[config.mk]
export PLATFORM = sky130hd
export DESIGN_NAME = multicycle_control_unit
export DESIGN_NICKNAME = d
export VERILOG_FILES = /design/src/rtl/cu_pkg.sv /design/src/rtl/cu_cond_check.sv /design/src/rtl/multicycle_control_unit.sv
export SDC_FILE = /design/constraint.sdc
export NUM_CORES = 1
export LEC_CHECK = 0
export ABC_AREA = 1
export BUFFER_PORTS_ARGS = -buffer_cell sky130_fd_sc_hd__buf_2
export CORE_MARGIN = 2
export CORE_UTILIZATION = 49
export DETAILED_ROUTE_END_ITERATION = 10
export HOLD_SLACK_MARGIN = 0.06
export PLACE_DENSITY_LB_ADDON = 0.25
export SYNTH_ARGS = -nofsm -noshare
export SYNTH_HDL_FRONTEND = slang
export SYNTH_SLANG_ARGS = --single-unit
export TNS_END_PERCENT = 30
[constraint.sdc]
create_clock -name clk -period 2.1 [get_ports clk]
set_input_delay 0.315 -clock clk [delete_from_list [all_inputs] [get_ports clk]]
set_output_delay 0.315 -clock clk [all_outputs]
set_load 0.05 [all_outputs]
[src/rtl/cu_pkg.sv]
// Shared types and encodings for the multicycle control unit: FSM states, ALU ops,
// condition codes, data-processing command codes and the DP command decoder.
package cu_pkg;

    typedef enum logic [3:0] {
        S_FETCH,
        S_DECODE,
        S_MEMADR,
        S_MEMRD,
        S_MEMWB,
        S_MEMWR,
        S_EXECR,
        S_EXECI,
        S_ALUWB,
        S_BRANCH
    } state_t;

    localparam logic [1:0] OP_DP  = 2'b00;
    localparam logic [1:0] OP_MEM = 2'b01;
    localparam logic [1:0] OP_BR  = 2'b10;

    localparam logic [2:0] ALU_ADD = 3'b000;
    localparam logic [2:0] ALU_SUB = 3'b001;
    localparam logic [2:0] ALU_AND = 3'b010;
    localparam logic [2:0] ALU_ORR = 3'b011;
    localparam logic [2:0] ALU_EOR = 3'b100;

    localparam logic [3:0] COND_EQ = 4'b0000;
    localparam logic [3:0] COND_NE = 4'b0001;
    localparam logic [3:0] COND_CS = 4'b0010;
    localparam logic [3:0] COND_CC = 4'b0011;
    localparam logic [3:0] COND_MI = 4'b0100;
    localparam logic [3:0] COND_PL = 4'b0101;
    localparam logic [3:0] COND_VS = 4'b0110;
    localparam logic [3:0] COND_VC = 4'b0111;
    localparam logic [3:0] COND_HI = 4'b1000;
    localparam logic [3:0] COND_LS = 4'b1001;
    localparam logic [3:0] COND_GE = 4'b1010;
    localparam logic [3:0] COND_LT = 4'b1011;
    localparam logic [3:0] COND_GT = 4'b1100;
    localparam logic [3:0] COND_LE = 4'b1101;
    localparam logic [3:0] COND_AL = 4'b1110;
    localparam logic [3:0] COND_NV = 4'b1111;

    localparam logic [3:0] CMD_AND = 4'b0000;
    localparam logic [3:0] CMD_EOR = 4'b0001;
    localparam logic [3:0] CMD_SUB = 4'b0010;
    localparam logic [3:0] CMD_ADD = 4'b0100;
    localparam logic [3:0] CMD_TST = 4'b1000;
    localparam logic [3:0] CMD_CMP = 4'b1010;
    localparam logic [3:0] CMD_ORR = 4'b1100;

    typedef struct packed {
        logic       supported;
        logic [2:0] alu_op;
        logic       no_write;
        logic       arith;      // ADD/SUB class: also updates C and V
    } dp_dec_t;

    function automatic dp_dec_t decode_dp(input logic [3:0] cmd, input logic eor_en);
        dp_dec_t d;
        d.supported = 1'b1;
        d.alu_op    = ALU_ADD;
        d.no_write  = 1'b0;
        d.arith     = 1'b0;
        case (cmd)
            CMD_ADD: begin d.alu_op = ALU_ADD; d.arith = 1'b1; end
            CMD_SUB: begin d.alu_op = ALU_SUB; d.arith = 1'b1; end
            CMD_AND: d.alu_op = ALU_AND;
            CMD_ORR: d.alu_op = ALU_ORR;
            CMD_EOR: begin d.alu_op = ALU_EOR; d.supported = eor_en; end
`ifdef CU_CMP_EN
            CMD_CMP: begin d.alu_op = ALU_SUB; d.arith = 1'b1; d.no_write = 1'b1; end
            CMD_TST: begin d.alu_op = ALU_AND; d.no_write = 1'b1; end
`endif
            default: d.supported = 1'b0;
        endcase
        return d;
    endfunction

endpackage

[src/rtl/cu_cond_check.sv]
// NZCV flag register plus condition evaluation of Cond against the stored flags.
// Latency: CondEx is combinational from stored flags; flag writes take effect next edge.
// No backpressure: flags load whenever the per-half write enables are set.
module cu_cond_check #(
    parameter int FLAG_W = 4
) (
    input  logic              clk,
    input  logic              rst,
    input  logic [3:0]        Cond,
    input  logic [FLAG_W-1:0] ALUFlags,
    input  logic [1:0]        flag_write,
    output logic              cond_ex
);
    import cu_pkg::*;

    logic [FLAG_W-1:0] flags;
    logic n, z, c, v;

    // flag_write[1] covers N/Z, flag_write[0] covers C/V
    always_ff @(posedge clk or negedge rst) begin
        if (!rst) begin
            flags <= '0;
        end else begin
            if (flag_write[1]) flags[3:2] <= ALUFlags[3:2];
            if (flag_write[0]) flags[1:0] <= ALUFlags[1:0];
        end
    end

    assign {n, z, c, v} = flags[3:0];

    always_comb begin
        cond_ex = 1'b0;
        case (Cond)
            COND_EQ: cond_ex = z;
            COND_NE: cond_ex = ~z;
            COND_CS: cond_ex = c;
            COND_CC: cond_ex = ~c;
            COND_MI: cond_ex = n;
            COND_PL: cond_ex = ~n;
            COND_VS: cond_ex = v;
            COND_VC: cond_ex = ~v;
            COND_HI: cond_ex = c & ~z;
            COND_LS: cond_ex = ~c | z;
            COND_GE: cond_ex = (n == v);
            COND_LT: cond_ex = (n != v);
            COND_GT: cond_ex = ~z & (n == v);
            COND_LE: cond_ex = z | (n != v);
            COND_AL: cond_ex = 1'b1;
            COND_NV: cond_ex = 1'b0;
            default: cond_ex = 1'b0;
        endcase
    end

endmodule

[src/rtl/multicycle_control_unit.sv]
// Multicycle ARM-subset controller: FSM sequencing, ALU decode, condition-gated strobes (CU_CMP_EN adds CMP/TST).
// Latency: B 3, DP/STR 4, LDR 5, Op=11 2 cycles; outputs decode from the current state.
// No backpressure: the FSM advances every cycle; reset abandons the instruction.
module multicycle_control_unit #(
    parameter int ALU_CTRL_W = 2,
    parameter int FLAG_W     = 4
) (
    input  logic                  clk,
    input  logic                  rst,
    input  logic [3:0]            Rd,
    input  logic [1:0]            Op,
    input  logic [5:0]            Funct,
    input  logic [3:0]            Cond,
    input  logic [FLAG_W-1:0]     ALUFlags,
    output logic                  PCWrite,
    output logic                  AdrSrc,
    output logic                  MemWrite,
    output logic                  IRWrite,
    output logic                  RegWrite,
    output logic [1:0]            ResultSrc,
    output logic                  ALUSrcA,
    output logic [1:0]            ALUSrcB,
    output logic [1:0]            ImmSrc,
    output logic [1:0]            RegSrc,
    output logic [ALU_CTRL_W-1:0] ALUControl
);
    import cu_pkg::*;

    state_t     state;
    dp_dec_t    dp;
    logic       dp_ok;
    logic       cond_ex;
    logic       next_pc, branch, reg_w, mem_w, ir_write;
    logic [2:0] alu_op;
    logic [1:0] flag_w;
    logic [1:0] flag_write;

    always_ff @(posedge clk or negedge rst) begin
        if (!rst) begin
            state <= S_FETCH;
        end else begin
            case (state)
                S_FETCH:  state <= S_DECODE;
                S_DECODE: begin
                    case (Op)
                        OP_DP:   state <= Funct[5] ? S_EXECI : S_EXECR;
                        OP_MEM:  state <= S_MEMADR;
                        OP_BR:   state <= S_BRANCH;
                        default: state <= S_FETCH;
                    endcase
                end
                S_MEMADR: state <= Funct[0] ? S_MEMRD : S_MEMWR;
                S_MEMRD:  state <= S_MEMWB;
                S_EXECR:  state <= S_ALUWB;
                S_EXECI:  state <= S_ALUWB;
                default:  state <= S_FETCH;
            endcase
        end
    end

    // Compare/test forms are only meaningful with the S bit set
    assign dp    = decode_dp(Funct[4:1], ALU_CTRL_W == 3);
    assign dp_ok = dp.supported & (Funct[0] | ~dp.no_write);

    always_comb begin
        next_pc   = 1'b0;
        branch    = 1'b0;
        reg_w     = 1'b0;
        mem_w     = 1'b0;
        ir_write  = 1'b0;
        AdrSrc    = 1'b0;
        ResultSrc = 2'b00;
        ALUSrcA   = 1'b0;
        ALUSrcB   = 2'b00;
        alu_op    = ALU_ADD;
        flag_w    = 2'b00;
        case (state)
            S_FETCH: begin
                ir_write  = 1'b1;
                next_pc   = 1'b1;
                ALUSrcA   = 1'b1;
                ALUSrcB   = 2'b10;
                ResultSrc = 2'b10;
            end
            S_DECODE: begin
                ALUSrcA   = 1'b1;
                ALUSrcB   = 2'b10;
                ResultSrc = 2'b10;
            end
            S_MEMADR: begin
                ALUSrcB = 2'b01;
                alu_op  = Funct[3] ? ALU_ADD : ALU_SUB;
            end
            S_MEMRD: AdrSrc = 1'b1;
            S_MEMWB: begin
                ResultSrc = 2'b01;
                reg_w     = 1'b1;
            end
            S_MEMWR: begin
                AdrSrc = 1'b1;
                mem_w  = 1'b1;
            end
            S_EXECR, S_EXECI: begin
                ALUSrcB = (state == S_EXECI) ? 2'b01 : 2'b00;
                alu_op  = dp_ok ? dp.alu_op : ALU_ADD;
                flag_w  = (dp_ok & Funct[0]) ? {1'b1, dp.arith} : 2'b00;
            end
            S_ALUWB: begin
                ResultSrc = 2'b00;
                reg_w     = dp_ok & ~dp.no_write;
            end
            S_BRANCH: begin
                ALUSrcB   = 2'b01;
                ResultSrc = 2'b10;
                branch    = 1'b1;
            end
            default: ;
        endcase
    end

    cu_cond_check #(.FLAG_W(FLAG_W)) u_cond (
        .clk        (clk),
        .rst        (rst),
        .Cond       (Cond),
        .ALUFlags   (ALUFlags),
        .flag_write (flag_write),
        .cond_ex    (cond_ex)
    );

    // Holding rst low kills every write strobe, even mid-instruction
    assign flag_write = {2{rst & cond_ex}} & flag_w;
    assign PCWrite    = rst & (next_pc | (cond_ex & (branch | (reg_w & (Rd == 4'd15)))));
    assign RegWrite   = rst & cond_ex & reg_w;
    assign MemWrite   = rst & cond_ex & mem_w;
    assign IRWrite    = rst & ir_write;
    assign ImmSrc     = Op;
    assign RegSrc     = {Op == OP_MEM, Op == OP_BR};
    assign ALUControl = ALU_CTRL_W'(alu_op);

endmodule

==> impl_results.html, run 1 <==
<table>
<tr><th>Metric</th><th>Value</th></tr>
<tr><th colspan="2">Logic synthesis</th></tr>
<tr><td>Count of cell types in the netlist</td><td>23</td></tr>
<tr><td>Instance count of the mapped netlist</td><td>139</td></tr>
<tr><td>Cell type with the highest aggregate area in the netlist</td><td>sky130_fd_sc_hd__dfrtp_1</td></tr>
<tr><td>Synth warn</td><td>0</td></tr>
<tr><td>Number of nets in the synthesized netlist</td><td>161</td></tr>
<tr><td>Adder-cell area share of the yosys netlist</td><td>0%</td></tr>
<tr><td>Main combinational cell family by area after synthesis</td><td>simple AND/OR/NAND/NOR gates</td></tr>
<tr><td>Area share of and/or/nand/nor cells after synthesis</td><td>about half</td></tr>
<tr><td>Synthesized-area fraction occupied by ao, oa, aoi and oai cells</td><td>15.2%</td></tr>
<tr><td>Mux share of post-synthesis cell area</td><td>0%</td></tr>
<tr><td>Area contributors post-synth</td><td>sky130_fd_sc_hd__dfrtp_1 (24%), sky130_fd_sc_hd__nand2_1 (19%), sky130_fd_sc_hd__inv_1 (9.1%)</td></tr>
<tr><td>Synthesized-area fraction occupied by xor and xnor cells</td><td>0%</td></tr>
<tr><td>Number of synthesized register bits</td><td>8</td></tr>
<tr><td>Post-synthesis sequential area ratio</td><td>24.4%</td></tr>
<tr><td>Average cell area after synthesis</td><td>5.91 sq um</td></tr>
<tr><td>Synthesized area</td><td>just over 800 sq um</td></tr>
<tr><td>Fraction of post-synthesis cell area in the top cell type by area</td><td>between 20% and 30%</td></tr>
<tr><th colspan="2">Routing</th></tr>
<tr><td>Highest routing layer actually used</td><td>met4</td></tr>
<tr><td>Routed vias/inst</td><td>5.17</td></tr>
<tr><td>Final antenna-violating net count</td><td>0</td></tr>
<tr><td>DRC violation count after routing</td><td>0</td></tr>
<tr><td>Number of DRC markers in iteration 0</td><td>26</td></tr>
<tr><td>WL met2</td><td>909 microns</td></tr>
<tr><td>Wl on met1</td><td>around 950 microns</td></tr>
<tr><td>Via total after detailed routing</td><td>1,014</td></tr>
<tr><td>Number of detailed-route iterations in the first pass</td><td>4</td></tr>
<tr><td>Wirelength, routed</td><td>2.04 mm</td></tr>
<tr><td>Wire length on met3</td><td>162 microns</td></tr>
<tr><td>Final routed wire length divided by cell count</td><td>10.4 microns</td></tr>
<tr><th colspan="2">Floorplan</th></tr>
<tr><td>Vertical extent of the die</td><td>45.0 microns</td></tr>
<tr><td>Count of boundary I/O pins</td><td>38</td></tr>
<tr><td>Die area</td><td>roughly 2000 sq um</td></tr>
<tr><td>Effective utilization at floorplan</td><td>53.3%</td></tr>
<tr><td>Die Wd</td><td>45.0 microns</td></tr>
<tr><td>Core Box Area</td><td>1540 sq um</td></tr>
<tr><td>Number of rows in the core area</td><td>14</td></tr>
<tr><th colspan="2">Placement</th></tr>
<tr><td>Final weighted congestion in routability-driven placement</td><td>around 0.9</td></tr>
<tr><td>Instance count after placement with tap cells included</td><td>190</td></tr>
<tr><td>Half-perimeter wire length after detailed placement</td><td>1.69 mm</td></tr>
<tr><td>Count of buffers inserted at the top-level ports</td><td>37</td></tr>
<tr><th colspan="2">STA</th></tr>
<tr><td>Clk_skew</td><td>1.29 ps</td></tr>
<tr><td>Final setup violation count</td><td>0</td></tr>
<tr><td>Max-slew headroom</td><td>74.9%</td></tr>
<tr><td>Post-layout min period</td><td>1980 ps</td></tr>
<tr><td>Total count of hold-check failures in the final report</td><td>0</td></tr>
<tr><td>Setup TNS</td><td>0 ps</td></tr>
<tr><td>Worst-margin pin slew</td><td>roughly 370 ps</td></tr>
<tr><td>Max-slew violation total from the final report</td><td>0</td></tr>
<tr><td>Max Clk Rate</td><td>0.506 GHz</td></tr>
<tr><td>Final clock period utilization by the worst path</td><td>94.1%</td></tr>
<tr><td>Worst hold margin</td><td>approximately 300 ps</td></tr>
<tr><th colspan="2">Layout</th></tr>
<tr><td>Fin util</td><td>71.2%</td></tr>
<tr><td>Number of nets at the end of the flow</td><td>204</td></tr>
<tr><td>Share of final-layout standard cells stronger than drive strength 1</td><td>36.1%</td></tr>
<tr><td>Number of fill cells</td><td>146</td></tr>
<tr><td>N_diodes</td><td>0</td></tr>
<tr><td>Final Non-Filler Cells</td><td>196</td></tr>
<tr><td>Area growth, synth to finish</td><td>33.5%</td></tr>
<tr><th colspan="2">Setup path</th></tr>
<tr><td>Critical path required time</td><td>around 1800 ps</td></tr>
<tr><td>Worst setup EP type</td><td>output port</td></tr>
<tr><td>Maximum fanout encountered on the critical timing path</td><td>5</td></tr>
<tr><td>Critical Path AT</td><td>1660 ps</td></tr>
<tr><td>Startpoint type of the worst setup path</td><td>register</td></tr>
<tr><td>CP Class</td><td>reg -&gt; out</td></tr>
<tr><th colspan="2">Power and ir drop</th></tr>
<tr><td>Post-layout power</td><td>between 1 and 1.5 mW</td></tr>
<tr><td>Pwr/cell area</td><td>1040 nW/um^2</td></tr>
<tr><td>Maximum VDD drop</td><td>0.663 mV</td></tr>
<tr><td>Leakage power summed over all cells</td><td>about 0.6 nW</td></tr>
<tr><th colspan="2">CTS</th></tr>
<tr><td>Register clock-pin slew on the reported worst setup and hold paths</td><td>50 ps</td></tr>
<tr><td>Count of clock tree sinks</td><td>8</td></tr>
<tr><td>Clk Latency, worst-skew pair</td><td>around 250 ps</td></tr>
<tr><td>Max Root-Sink Buffers</td><td>2</td></tr>
<tr><td>Inserted Clock Buffers</td><td>3</td></tr>
<tr><td>Number of H-tree levels</td><td>1</td></tr>
<tr><td>Clock Tree Root</td><td>sky130_fd_sc_hd__clkbuf_4</td></tr>
<tr><td>CTS tree</td><td>yes</td></tr>
<tr><th colspan="2">GRT</th></tr>
<tr><td>Pin count of the biggest net entering global routing</td><td>10</td></tr>
<tr><td>Overall track demand over capacity in global routing</td><td>between 20% and 30%</td></tr>
<tr><td>Number of antenna violations at the first check in global routing</td><td>0</td></tr>
<tr><td>Via count of the first global-routing pass</td><td>858</td></tr>
<tr><td>Total congestion overflow</td><td>0</td></tr>
<tr><td>Wire length of the first global-routing pass</td><td>3.37 mm</td></tr>
<tr><th colspan="2">Flow run</th></tr>
<tr><td>Number of maximum-capacitance violations</td><td>0</td></tr>
<tr><th colspan="2">Worst hold path</th></tr>
<tr><td>Worst min-delay path category</td><td>in -&gt; reg</td></tr>
<tr><th colspan="2">Outcome</th></tr>
<tr><td>Result of the run</td><td>finished clean</td></tr>
</table>
## sequential cells by signal (all words and copies together) (netlist names)
name	count
u_cond.flags	4
state	4
## metal layers
layer / vias up / global-route usage (%)
met4: 0 / 7.06
met5: - / 0
met1: 430 / 31.2
met2: 44 / 35.7
met3: 5 / 2.40
li1: 535 / -
## Yosys cell counts (all sizes together)
cell / instances
nand2: 43
nor2: 24
inv: 20
nand3: 12
o21ai: 9
dfrtp: 8
a21oi: 5
nand4: 4
buf: 3
nor3: 3
o22ai: 2
o31ai: 2
nand3b: 1
o211ai: 1
o21bai: 1
o311ai: 1
## power breakdown
part           leakage, nW  total, mW  switching [mW]  internal (mW)
combinational        0.484      0.789           0.600          0.190
clock               0.0138      0.119          0.0537         0.0655
sequential           0.106      0.230          0.0394          0.190
## cell usage in the layout (no fill, tap or decap), drive strengths merged
| cell type | synthesis | final |
|---|---|---|
| nor2 | 24 | 24 |
| nand3 | 12 | 12 |
| o31ai | 2 | 2 |
| o21ai | 9 | 9 |
| nand3b | 1 | 1 |
| o21bai | 1 | 1 |
| nor3 | 3 | 3 |
| dlygate4sd3 | 0 | 1 |
| nand2 | 43 | 43 |
| inv | 20 | 20 |
| buf | 3 | 40 |
| o22ai | 2 | 2 |
| dfrtp | 8 | 8 |
| o311ai | 1 | 1 |
| a21oi | 5 | 5 |
| nand4 | 4 | 4 |
| o211ai | 1 | 1 |
| clkbuf | 0 | 3 |
## stage by stage
| step | instance area (sq um) | worst slack, ps |
|---|---|---|
| after detailed placement | 1020 | 170 |
| after CTS | 1060 | -4.47 |
| after floorplan | 830 | 76.4 |
| after global placement | 1020 | 180 |
| final | 1100 | 124 |
| after global routing | 1100 | -0.760 |
## cell families after synthesis
group | after synthesis
AND/OR/NAND/NOR | 87
buffers and inverters | 23
AO/OA/AOI/OAI | 21
flip-flops | 8
## layout make-up
type,instances,area (sq um),share of cell area [%]
Clock buffer,3,22.5,2.05
Multi-Input combinational cell,108,546,49.7
Sequential cell,8,201,18.4
Tap cell,16,20.0,1.82
Inverter,20,75.1,6.84
Timing Repair Buffer,41,233,21.2
## worst max-delay path: stages (launching register included)
cell                      delay (ps)
sky130_fd_sc_hd__dfrtp_2         430
sky130_fd_sc_hd__inv_2            70
sky130_fd_sc_hd__nand2_1          80
sky130_fd_sc_hd__nand2_2          80
sky130_fd_sc_hd__nand3_1          80
sky130_fd_sc_hd__nand2_1          70
sky130_fd_sc_hd__nand2_1          40
sky130_fd_sc_hd__nand3_1          80
sky130_fd_sc_hd__nand2_2          60
sky130_fd_sc_hd__nand2_4          60
sky130_fd_sc_hd__nand2_2          60
sky130_fd_sc_hd__nor2_2          120
sky130_fd_sc_hd__buf_6           160
## worst paths after layout
path	startpoint	end	slack, ps	cells after the start
max reg2reg	u_cond.flags[3]	u_cond.flags[1]	580	13
min in group asynchronous	rst	u_cond.flags[0]	520	3
min reg2reg	u_cond.flags[2]	u_cond.flags[2]	490	2
max in group asynchronous	rst	u_cond.flags[3]	1440	3
max	u_cond.flags[3]	RegWrite	120	12
min	Op[0]	state[3]	300	2
## repair_timing
item / CTS / global route
hold buffers: 1 / 0
buffers inserted: 0 / 2
pin swaps: 0 / 1
hold endpoints to repair: 8 / 0
setup endpoints to repair: 3 / 3
resized for setup: 4 / 10
Power figures use the tool's default switching activity.
==> inputs of run 2 (changes only) <==
--- a/config.mk
+++ b/config.mk
@@ -5,10 +5,10 @@
 export SDC_FILE = /design/constraint.sdc
 export NUM_CORES = 1
 export LEC_CHECK = 0
-export ABC_AREA = 1
 export BUFFER_PORTS_ARGS = -buffer_cell sky130_fd_sc_hd__buf_2
+export CORE_ASPECT_RATIO = 1.2
 export CORE_MARGIN = 2
-export CORE_UTILIZATION = 49
+export CORE_UTILIZATION = 48
 export DETAILED_ROUTE_END_ITERATION = 10
 export HOLD_SLACK_MARGIN = 0.06
 export PLACE_DENSITY_LB_ADDON = 0.25
==> impl_results.html, run 2 <==
<table>
<tr><th>Metric</th><th>Value</th></tr>
<tr><th colspan="2">STA</th></tr>
<tr><td>Clk_skew</td><td>6.73 ps (+5.44 ps)</td></tr>
<tr><td>Final worst slack</td><td>-460 ps (-584 ps)</td></tr>
<tr><td>Final setup violation count</td><td>5 (+5)</td></tr>
<tr><td>Max Clk Rate</td><td>0.391 GHz (-23%)</td></tr>
<tr><td>Worst-margin pin slew</td><td>445 ps (+71.8 ps)</td></tr>
<tr><td>Max-slew headroom</td><td>70.3% (-4.6 points)</td></tr>
<tr><td>Final clock period utilization by the worst path</td><td>122% (+28 points)</td></tr>
<tr><td>Total count of hold-check failures in the final report</td><td>0 (unchanged)</td></tr>
<tr><td>Max-slew violation total from the final report</td><td>0 (unchanged)</td></tr>
<tr><td>Unrepaired setup endpoints after global routing</td><td>true</td></tr>
<tr><td>Post-layout min period</td><td>2560 ps (+584 ps)</td></tr>
<tr><th colspan="2">CTS</th></tr>
<tr><td>Inserted Clock Buffers</td><td>3 (unchanged)</td></tr>
<tr><td>Max Root-Sink Buffers</td><td>2 (unchanged)</td></tr>
<tr><td>Number of H-tree levels</td><td>1 (unchanged)</td></tr>
<tr><td>CTS tree</td><td>yes</td></tr>
<tr><td>Count of clock tree sinks</td><td>8 (unchanged)</td></tr>
<tr><td>Clock Tree Root</td><td>sky130_fd_sc_hd__clkbuf_4</td></tr>
<tr><td>Register clock-pin slew on the reported worst setup and hold paths</td><td>50 ps (about the same)</td></tr>
<tr><td>Clk Latency, worst-skew pair</td><td>260 ps (about the same)</td></tr>
<tr><th colspan="2">Outcome</th></tr>
<tr><td>Violations in the final reports</td><td>negative setup slack</td></tr>
<tr><td>Result of the run</td><td>finished with violations</td></tr>
<tr><th colspan="2">Setup path</th></tr>
<tr><td>Critical path required time</td><td>1780 ps (about the same)</td></tr>
<tr><td>Path depth of the worst reg2reg path</td><td>8 (-5)</td></tr>
<tr><td>CP Class</td><td>reg -&gt; out</td></tr>
<tr><td>Reg2Reg Setup Slack</td><td>-70 ps (-650 ps)</td></tr>
<tr><td>Startpoint type of the worst setup path</td><td>register</td></tr>
<tr><td>Worst setup EP type</td><td>output port</td></tr>
<tr><td>Maximum fanout encountered on the critical timing path</td><td>4 (-1)</td></tr>
<tr><td>Critical Path AT</td><td>2250 ps (+590 ps)</td></tr>
<tr><td>Launch point of the worst reg-to-reg path</td><td>u_cond.flags[2]</td></tr>
<tr><td>R2r endpoint</td><td>u_cond.flags[3]</td></tr>
<tr><th colspan="2">Logic synthesis</th></tr>
<tr><td>Synthesized area</td><td>773 sq um (-5.9%)</td></tr>
<tr><td>Most common cell in the synthesized netlist</td><td>sky130_fd_sc_hd__dfrtp_1</td></tr>
<tr><td>Count of cell types in the netlist</td><td>40 (+74%)</td></tr>
<tr><td>Number of nets in the synthesized netlist</td><td>115 (-29%)</td></tr>
<tr><td>Area contributors post-synth</td><td>sky130_fd_sc_hd__dfrtp_1 (26%), sky130_fd_sc_hd__mux2_2 (7.3%), sky130_fd_sc_hd__nor2b_1 (4.9%)</td></tr>
<tr><td>Synth warn</td><td>0 (unchanged)</td></tr>
<tr><td>Synth cell count leaders</td><td>sky130_fd_sc_hd__dfrtp_1 (8), sky130_fd_sc_hd__nor2_1 (7), sky130_fd_sc_hd__nor3_1 (7)</td></tr>
<tr><td>Average cell area after synthesis</td><td>8.31 sq um (+41%)</td></tr>
<tr><td>Post-synthesis sequential area ratio</td><td>25.9% (+1.5 points)</td></tr>
<tr><td>Instance count of the mapped netlist</td><td>93 (-33%)</td></tr>
<tr><td>EDFF count, synth</td><td>0 (unchanged)</td></tr>
<tr><td>Cell type with the highest aggregate area in the netlist</td><td>sky130_fd_sc_hd__dfrtp_1</td></tr>
<tr><td>Number of synthesized register bits</td><td>8 (unchanged)</td></tr>
<tr><td>Most common flop cell mapped by yosys</td><td>sky130_fd_sc_hd__dfrtp_1</td></tr>
<tr><td>Post-synthesis async set-or-reset flop share</td><td>100% (unchanged)</td></tr>
<tr><td>Fraction of post-synthesis cell area in the top cell type by area</td><td>25.9% (+1.5 points)</td></tr>
<tr><th colspan="2">Worst hold path</th></tr>
<tr><td>Number of cells traversed by the worst hold path</td><td>2 (unchanged)</td></tr>
<tr><td>Critical hold path startpoint</td><td>ALUFlags[2]</td></tr>
<tr><td>Hold worst-path end</td><td>u_cond.flags[2]</td></tr>
<tr><td>Worst min-delay path category</td><td>in -&gt; reg</td></tr>
<tr><th colspan="2">Layout</th></tr>
<tr><td>Number of nets at the end of the flow</td><td>166 (-19%)</td></tr>
<tr><td>Top Registers</td><td>state x4, u_cond.flags x4</td></tr>
<tr><td>Multi-input combinational cell area</td><td>583 sq um (+6.9%)</td></tr>
<tr><td>Number of fill cells</td><td>92 (-37%)</td></tr>
<tr><td>Final cell area excluding filler cells</td><td>1180 sq um (+7.4%)</td></tr>
<tr><td>Leading cell types in the layout, fill and taps excluded</td><td>sky130_fd_sc_hd__buf_2 (33), sky130_fd_sc_hd__buf_4 (14), sky130_fd_sc_hd__dfrtp_1 (8)</td></tr>
<tr><td>Area occupied by registers</td><td>200 sq um (-0.62%)</td></tr>
<tr><td>Commonest non-fill, non-tap cell in the layout</td><td>sky130_fd_sc_hd__buf_2</td></tr>
<tr><td>Share of final-layout standard cells stronger than drive strength 1</td><td>49.3% (+13 points)</td></tr>
<tr><td>Area growth, synth to finish</td><td>52.4%</td></tr>
<tr><td>N_diodes</td><td>0 (unchanged)</td></tr>
<tr><th colspan="2">Power and ir drop</th></tr>
<tr><td>Share of total power in combinational logic</td><td>74.1% (+4.7 points)</td></tr>
<tr><td>Pwr/cell area</td><td>1240 nW/um^2 (+20%)</td></tr>
<tr><td>Relative contribution of the clock network to total power</td><td>8.4% (-2.1 points)</td></tr>
<tr><td>Maximum VDD drop</td><td>1.78 mV (+170%)</td></tr>
<tr><td>Leakage power summed over all cells</td><td>0.552 nW (-8.5%)</td></tr>
<tr><td>Psw</td><td>861 uW (+24%)</td></tr>
<tr><td>Cell-internal power</td><td>605 uW (+36%)</td></tr>
<tr><td>Switching share of power</td><td>58.7% (-2.2 points)</td></tr>
<tr><td>Sequential Power Share</td><td>17.6% (-2.6 points)</td></tr>
<tr><th colspan="2">Routing</th></tr>
<tr><td>Via total after detailed routing</td><td>864 (-15%)</td></tr>
<tr><td>Number of detailed-route iterations in the first pass</td><td>4 (unchanged)</td></tr>
<tr><td>DRC violation count after routing</td><td>0 (unchanged)</td></tr>
<tr><td>Number of DRC markers in iteration 0</td><td>18 (-31%)</td></tr>
<tr><td>Final antenna-violating net count</td><td>0 (unchanged)</td></tr>
<tr><td>Final routed wire length divided by cell count</td><td>13.1 microns (+26%)</td></tr>
<tr><td>Routed vias/inst</td><td>5.43 (+5.0%)</td></tr>
<tr><td>Wirelength, routed</td><td>2.09 mm (+2.2%)</td></tr>
<tr><th colspan="2">GRT</th></tr>
<tr><td>Number of antenna violations at the first check in global routing</td><td>0 (unchanged)</td></tr>
<tr><td>Pin count of the biggest net entering global routing</td><td>13 (+3)</td></tr>
<tr><td>Wire length of the first global-routing pass</td><td>2.86 mm (-15%)</td></tr>
<tr><td>Via count of the first global-routing pass</td><td>741 (-14%)</td></tr>
<tr><td>Overall track demand over capacity in global routing</td><td>21.9% (-0.28 points)</td></tr>
<tr><td>Total congestion overflow</td><td>0 (unchanged)</td></tr>
<tr><th colspan="2">Floorplan</th></tr>
<tr><td>Core Box Area</td><td>1480 sq um (-3.8%)</td></tr>
<tr><td>Vertical extent of the die</td><td>48.0 microns (+6.7%)</td></tr>
<tr><td>Count of boundary I/O pins</td><td>38 (unchanged)</td></tr>
<tr><td>Effective utilization at floorplan</td><td>52.2% (-1.2 points)</td></tr>
<tr><td>Die area</td><td>1950 sq um (-3.6%)</td></tr>
<tr><td>Die Wd</td><td>40.6 microns (-9.6%)</td></tr>
<tr><td>Number of rows in the core area</td><td>15 (+1)</td></tr>
<tr><th colspan="2">Placement</th></tr>
<tr><td>Half-perimeter wire length after detailed placement</td><td>1.54 mm (-9.1%)</td></tr>
<tr><td>Placed standard-cell area</td><td>1080 sq um (+5.5%)</td></tr>
<tr><td>Post-Place Setup Slack</td><td>-320 ps (-490 ps)</td></tr>
<tr><td>Final weighted congestion in routability-driven placement</td><td>0.817 (-9.4%)</td></tr>
<tr><td>Count of buffers inserted at the top-level ports</td><td>37 (unchanged)</td></tr>
<tr><th colspan="2">Flow run</th></tr>
<tr><td>Number of maximum-capacitance violations</td><td>0 (unchanged)</td></tr>
</table>
run 2: cell count changes after synthesis, moves of 6 or more:
cell,previous run,this run
sky130_fd_sc_hd__nor2_1,18,7
sky130_fd_sc_hd__nor2b_1,0,6
sky130_fd_sc_hd__inv_1,20,4
sky130_fd_sc_hd__nor2_2,6,0
sky130_fd_sc_hd__nand2_1,41,4
run 2: worst max-delay path, cell delays in order, from the launching register on:
cell and delay [ps]:
sky130_fd_sc_hd__dfrtp_1 420, sky130_fd_sc_hd__nor4b_2 300, sky130_fd_sc_hd__a21oi_1 90, sky130_fd_sc_hd__a21oi_1 130, sky130_fd_sc_hd__and3b_1 210, sky130_fd_sc_hd__or3b_4 420, sky130_fd_sc_hd__a2111oi_4 220, sky130_fd_sc_hd__buf_6 200
run 2: cells by family after synthesis:
kind of cell,share of synthesized area (%)
and+or+nand+nor,32.5
buffers and inverters,7.12
AOI/OAI and AO/OA,20.2
muxes,8.58
DFF,25.9
xor gates and xnor gates,5.66
run 2: power groups by stage:
stage | Sequential [mW] | Clock, mW | Combinational (mW)
2_1_floorplan | 0.223 | 0 | 0.864
3_3_place_gp | 0.256 | 0 | 1.03
3_5_place_dp | 0.259 | 0 | 1.04
4_1_cts | 0.256 | 0.123 | 1.07
5_1_grt | 0.264 | 0.132 | 1.15
6_report | 0.258 | 0.122 | 1.09
run 2: timing repair:
item,CTS,global route
buffers inserted,1,1
hold endpoints to repair,8,0
pin swaps,0,5
hold buffers,1,0
endpoints found under the setup margin,3,8
resized for setup,6,10
run 2: worst max path at each step:
stage / endpoint / start / slack (ps) / cells after the start
global placement: PCWrite / Cond[2] / -230 / 8
finish: RegWrite / u_cond.flags[2] / -460 / 7
detailed placement: PCWrite / Cond[2] / -320 / 8
global route: RegWrite / u_cond.flags[2] / -560 / 7
floorplan: MemWrite / u_cond.flags[2] / -260 / 6
CTS: RegWrite / u_cond.flags[2] / -430 / 7
run 2: area by class of cell:
type                            count  share of cell area (%)
Clock buffer                        3                    1.91
Tap cell                           17                    1.80
Multi-Input combinational cell     74                    49.5
Inverter                            4                    1.27
Timing Repair Buffer               53                    28.6
Sequential cell                     8                    17.0
run 2: per-stage QoR:
step / TNS (ps) / util [%] / cells / hold WS (ps) / total power, mW
finish: -1380 / 79.5 / 159 / 290 / 1.47
global route: -2060 / 79.5 / 159 / 289 / 1.55
CTS: -1200 / 76.5 / 158 / 287 / 1.45
detailed placement: -881 / 72.6 / 153 / 248 / 1.30
global placement: -582 / 72.6 / 153 / 245 / 1.28
floorplan: -1210 / - / 93 / 19.4 / 1.09
run 2: routing by layer:
metal | track usage [%] | up-vias | routed length [microns]
met3 | 2.79 | 4 | 114
met1 | 24.2 | 393 | 908
met2 | 39.0 | 29 | 1040
met4 | 12.7 | 0 | 28
li1 | - | 438 | -
met5 | 0 | - | 0
==> inputs of run 3 (changes only) <==
--- a/config.mk
+++ b/config.mk
@@ -8,7 +8,7 @@
 export BUFFER_PORTS_ARGS = -buffer_cell sky130_fd_sc_hd__buf_2
 export CORE_ASPECT_RATIO = 1.2
 export CORE_MARGIN = 2
-export CORE_UTILIZATION = 48
+export CORE_UTILIZATION = 45
 export DETAILED_ROUTE_END_ITERATION = 10
 export HOLD_SLACK_MARGIN = 0.06
 export PLACE_DENSITY_LB_ADDON = 0.25
==> constraint.sdc (replaced) <==
create_clock -name clk -period 2.6 [get_ports clk]
set_input_delay 0.39 -clock clk [delete_from_list [all_inputs] [get_ports clk]]
set_output_delay 0.39 -clock clk [all_outputs]
set_load 0.05 [all_outputs]
==> impl_results.html, run 3 (synthesis results as in run 2) <==
<table>
<tr><th>Metric</th><th>Value</th></tr>
<tr><th colspan="2">Outcome</th></tr>
<tr><td>Violations in the final reports</td><td>negative setup slack</td></tr>
<tr><td>Result of the run</td><td>finished with violations</td></tr>
<tr><th colspan="2">Setup path</th></tr>
<tr><td>CP Class</td><td>reg -&gt; out</td></tr>
<tr><td>Path depth of the worst reg2reg path</td><td>6 (-2)</td></tr>
<tr><td>Critical Path AT</td><td>2230 ps (-20 ps)</td></tr>
<tr><td>Startpoint type of the worst setup path</td><td>register</td></tr>
<tr><td>Critical path required time</td><td>2210 ps (+430 ps)</td></tr>
<tr><td>Worst setup EP type</td><td>output port</td></tr>
<tr><td>Maximum fanout encountered on the critical timing path</td><td>3 (-1)</td></tr>
<tr><td>Launch point of the worst reg-to-reg path</td><td>state[3]</td></tr>
<tr><td>R2r endpoint</td><td>u_cond.flags[0]</td></tr>
<tr><td>Reg2Reg Setup Slack</td><td>480 ps (+550 ps)</td></tr>
<tr><th colspan="2">Power and ir drop</th></tr>
<tr><td>Share of total power in combinational logic</td><td>70.6% (-3.5 points)</td></tr>
<tr><td>Post-layout power</td><td>1.12 mW (-23%)</td></tr>
<tr><td>Leakage power summed over all cells</td><td>0.495 nW (-10%)</td></tr>
<tr><td>Psw</td><td>673 uW (-22%)</td></tr>
<tr><td>Cell-internal power</td><td>449 uW (-26%)</td></tr>
<tr><td>Pwr/cell area</td><td>1060 nW/um^2 (-15%)</td></tr>
<tr><td>Switching share of power</td><td>60.0% (+1.3 points)</td></tr>
<tr><td>Relative contribution of the clock network to total power</td><td>8.3% (about the same)</td></tr>
<tr><td>Sequential Power Share</td><td>21.1% (+3.5 points)</td></tr>
<tr><td>Maximum VDD drop</td><td>0.871 mV (-51%)</td></tr>
<tr><th colspan="2">CTS</th></tr>
<tr><td>Register clock-pin slew on the reported worst setup and hold paths</td><td>50 ps (about the same)</td></tr>
<tr><td>Clk Latency, worst-skew pair</td><td>250 ps (about the same)</td></tr>
<tr><td>Count of clock tree sinks</td><td>8 (unchanged)</td></tr>
<tr><td>Number of H-tree levels</td><td>1 (unchanged)</td></tr>
<tr><td>Clock Tree Root</td><td>sky130_fd_sc_hd__clkbuf_4</td></tr>
<tr><td>CTS tree</td><td>yes</td></tr>
<tr><td>Inserted Clock Buffers</td><td>3 (unchanged)</td></tr>
<tr><td>Max Root-Sink Buffers</td><td>2 (unchanged)</td></tr>
<tr><th colspan="2">Layout</th></tr>
<tr><td>Area occupied by registers</td><td>200 sq um (unchanged)</td></tr>
<tr><td>Multi-input combinational cell area</td><td>543 sq um (-6.9%)</td></tr>
<tr><td>Number of nets at the end of the flow</td><td>157 (-5.4%)</td></tr>
<tr><td>Number of fill cells</td><td>147 (+60%)</td></tr>
<tr><td>Final Non-Filler Cells</td><td>151 (-5.0%)</td></tr>
<tr><td>Share of final-layout standard cells stronger than drive strength 1</td><td>43.6% (-5.7 points)</td></tr>
<tr><td>Commonest non-fill, non-tap cell in the layout</td><td>sky130_fd_sc_hd__buf_2</td></tr>
<tr><td>Area growth, synth to finish</td><td>36.9%</td></tr>
<tr><td>Leading cell types in the layout, fill and taps excluded</td><td>sky130_fd_sc_hd__buf_2 (34), sky130_fd_sc_hd__dfrtp_1 (8), sky130_fd_sc_hd__nor2_1 (7), sky130_fd_sc_hd__nor3_1 (7), sky130_fd_sc_hd__buf_4 (7)</td></tr>
<tr><td>Top Registers</td><td>state x4, u_cond.flags x4</td></tr>
<tr><td>Final cell area excluding filler cells</td><td>1060 sq um (-10%)</td></tr>
<tr><td>N_diodes</td><td>0 (unchanged)</td></tr>
<tr><th colspan="2">STA</th></tr>
<tr><td>Clk_skew</td><td>2.94 ps (-3.79 ps)</td></tr>
<tr><td>Final clock period utilization by the worst path</td><td>101%</td></tr>
<tr><td>Max-slew headroom</td><td>71.3% (+0.97 points)</td></tr>
<tr><td>Post-layout min period</td><td>~2600 ps</td></tr>
<tr><td>Unrepaired setup endpoints after global routing</td><td>true</td></tr>
<tr><td>Total count of hold-check failures in the final report</td><td>0 (unchanged)</td></tr>
<tr><td>Max-slew violation total from the final report</td><td>0 (unchanged)</td></tr>
<tr><td>Final worst slack</td><td>-17.2 ps (+443 ps)</td></tr>
<tr><td>Setup TNS</td><td>-28.5 ps (+1350 ps)</td></tr>
<tr><td>Max Clk Rate</td><td>0.382 GHz</td></tr>
<tr><td>Worst-margin pin slew</td><td>431 ps (-14.5 ps)</td></tr>
<tr><td>Final setup violation count</td><td>2 (-3)</td></tr>
<tr><th colspan="2">GRT</th></tr>
<tr><td>Number of antenna violations at the first check in global routing</td><td>0 (unchanged)</td></tr>
<tr><td>Wire length of the first global-routing pass</td><td>3.27 mm (+14%)</td></tr>
<tr><td>Total congestion overflow</td><td>0 (unchanged)</td></tr>
<tr><td>Pin count of the biggest net entering global routing</td><td>13 (unchanged)</td></tr>
<tr><td>Routing usage on met2</td><td>35.7% (-3.4 points)</td></tr>
<tr><td>Via count of the first global-routing pass</td><td>787 (+6.2%)</td></tr>
<tr><td>Met3 capacity usage during global routing</td><td>4.81% (+2.0 points)</td></tr>
<tr><td>Grt met1 use</td><td>22.4% (-1.8 points)</td></tr>
<tr><td>Most congested layer reported by global routing</td><td>met2</td></tr>
<tr><td>Overall track demand over capacity in global routing</td><td>20.1% (-1.9 points)</td></tr>
<tr><th colspan="2">Routing</th></tr>
<tr><td>Number of detailed-route iterations in the first pass</td><td>4 (unchanged)</td></tr>
<tr><td>Routed vias/inst</td><td>5.62 (+3.5%)</td></tr>
<tr><td>Final antenna-violating net count</td><td>0 (unchanged)</td></tr>
<tr><td>Final routed wire length divided by cell count</td><td>13.0 microns (-1.3%)</td></tr>
<tr><td>Via total after detailed routing</td><td>849 (-1.7%)</td></tr>
<tr><td>Number of DRC markers in iteration 0</td><td>11 (-7)</td></tr>
<tr><td>DRC violation count after routing</td><td>0 (unchanged)</td></tr>
<tr><td>Wirelength, routed</td><td>1.96 mm (-6.2%)</td></tr>
<tr><th colspan="2">Worst hold path</th></tr>
<tr><td>Hold worst-path end</td><td>u_cond.flags[1]</td></tr>
<tr><td>Number of cells traversed by the worst hold path</td><td>2 (unchanged)</td></tr>
<tr><td>Worst min-delay path category</td><td>in -&gt; reg</td></tr>
<tr><td>Critical hold path startpoint</td><td>ALUFlags[1]</td></tr>
<tr><th colspan="2">Placement</th></tr>
<tr><td>Half-perimeter wire length after detailed placement</td><td>1.50 mm (-2.8%)</td></tr>
<tr><td>Count of buffers inserted at the top-level ports</td><td>37 (unchanged)</td></tr>
<tr><td>Instance count after placement with tap cells included</td><td>146 (-4.6%)</td></tr>
<tr><td>Placed standard-cell area</td><td>990 sq um (-8.0%)</td></tr>
<tr><td>Final weighted congestion in routability-driven placement</td><td>0.864 (+5.8%)</td></tr>
<tr><th colspan="2">Floorplan</th></tr>
<tr><td>Count of boundary I/O pins</td><td>38 (unchanged)</td></tr>
<tr><td>Die Wd</td><td>41.8 microns (+3.0%)</td></tr>
<tr><td>Core Box Area</td><td>1620 sq um (+9.4%)</td></tr>
<tr><td>Number of rows in the core area</td><td>16 (+1)</td></tr>
<tr><td>Vertical extent of the die</td><td>49.4 microns (+3.0%)</td></tr>
<tr><td>Effective utilization at floorplan</td><td>47.7% (-4.5 points)</td></tr>
<tr><td>Die area</td><td>2070 sq um (+6.1%)</td></tr>
<tr><th colspan="2">Flow run</th></tr>
<tr><td>Number of maximum-capacitance violations</td><td>0 (unchanged)</td></tr>
</table>
[run 3: cell count changes in the layout (fill, tap and decap cells not counted), moves of 2 or more]
cell / before / now
sky130_fd_sc_hd__nor3_1: 4 / 7
sky130_fd_sc_hd__buf_6: 5 / 2
sky130_fd_sc_hd__mux2_4: 2 / 0
sky130_fd_sc_hd__buf_4: 14 / 7
sky130_fd_sc_hd__mux2_2: 3 / 5
sky130_fd_sc_hd__nor3_2: 2 / 0
[run 3: worst max-delay path by stage]
stage / slack [ps] / to / start
4_1_cts: -20 / PCWrite / u_cond.flags[2]
2_1_floorplan: -300 / MemWrite / Cond[1]
6_report: -20 / PCWrite / u_cond.flags[2]
3_5_place_dp: -40 / RegWrite / Cond[2]
5_1_grt: -100 / RegWrite / u_cond.flags[2]
3_3_place_gp: -4 / RegWrite / Cond[2]
[run 3: through the flow]
step,utilization [%],worst slack [ps],hold WS (ps)
after floorplan,-,-296,94.4
after global placement,61.0,-3.87,325
after detailed placement,61.0,-36.7,326
after CTS,65.3,-22.6,364
after global routing,65.3,-99.9,365
final,65.3,-17.2,367
[run 3: final cells by class]
type | count | area share (%)
clock buffers | 3 | 2.13
flip-flops and latches | 8 | 18.9
repair buffers | 44 | 24.1
well taps | 18 | 2.13
inverters | 4 | 1.42
multi-input cells | 74 | 51.3
[run 3: worst max-delay path, stage by stage (launching register included)]
cell and delay, ps:
sky130_fd_sc_hd__dfrtp_1 400, sky130_fd_sc_hd__buf_4 150, sky130_fd_sc_hd__mux2_2 260, sky130_fd_sc_hd__a211oi_2 210
sky130_fd_sc_hd__a211oi_1 90, sky130_fd_sc_hd__or3b_4 450, sky130_fd_sc_hd__o31ai_4 230, sky130_fd_sc_hd__buf_6 190
[run 3: metal layers]
metal	wire length (microns)	part of all wire [%]	up-vias
met2	997	51	29
li1	-	-	419
met1	799	41	397
met5	0	0	-
met4	38	1.9	0
met3	121	6.2	4
[run 3: power groups by stage]
stage,registers [mW],clock network [mW],logic [mW]
2_1_floorplan,0.179,0,0.674
3_3_place_gp,0.239,0,0.751
3_5_place_dp,0.240,0,0.757
4_1_cts,0.236,0.0968,0.793
5_1_grt,0.247,0.105,0.839
6_report,0.237,0.0932,0.792
[run 3: timing repair]
action / in CTS / in global routing
setup buffers: 1 / 0
setup endpoints to repair: 2 / 3
resized for setup: 7 / 1
hold buffers: 1 / 0
pin swaps: 3 / 0
hold endpoints to repair: 8 / 0
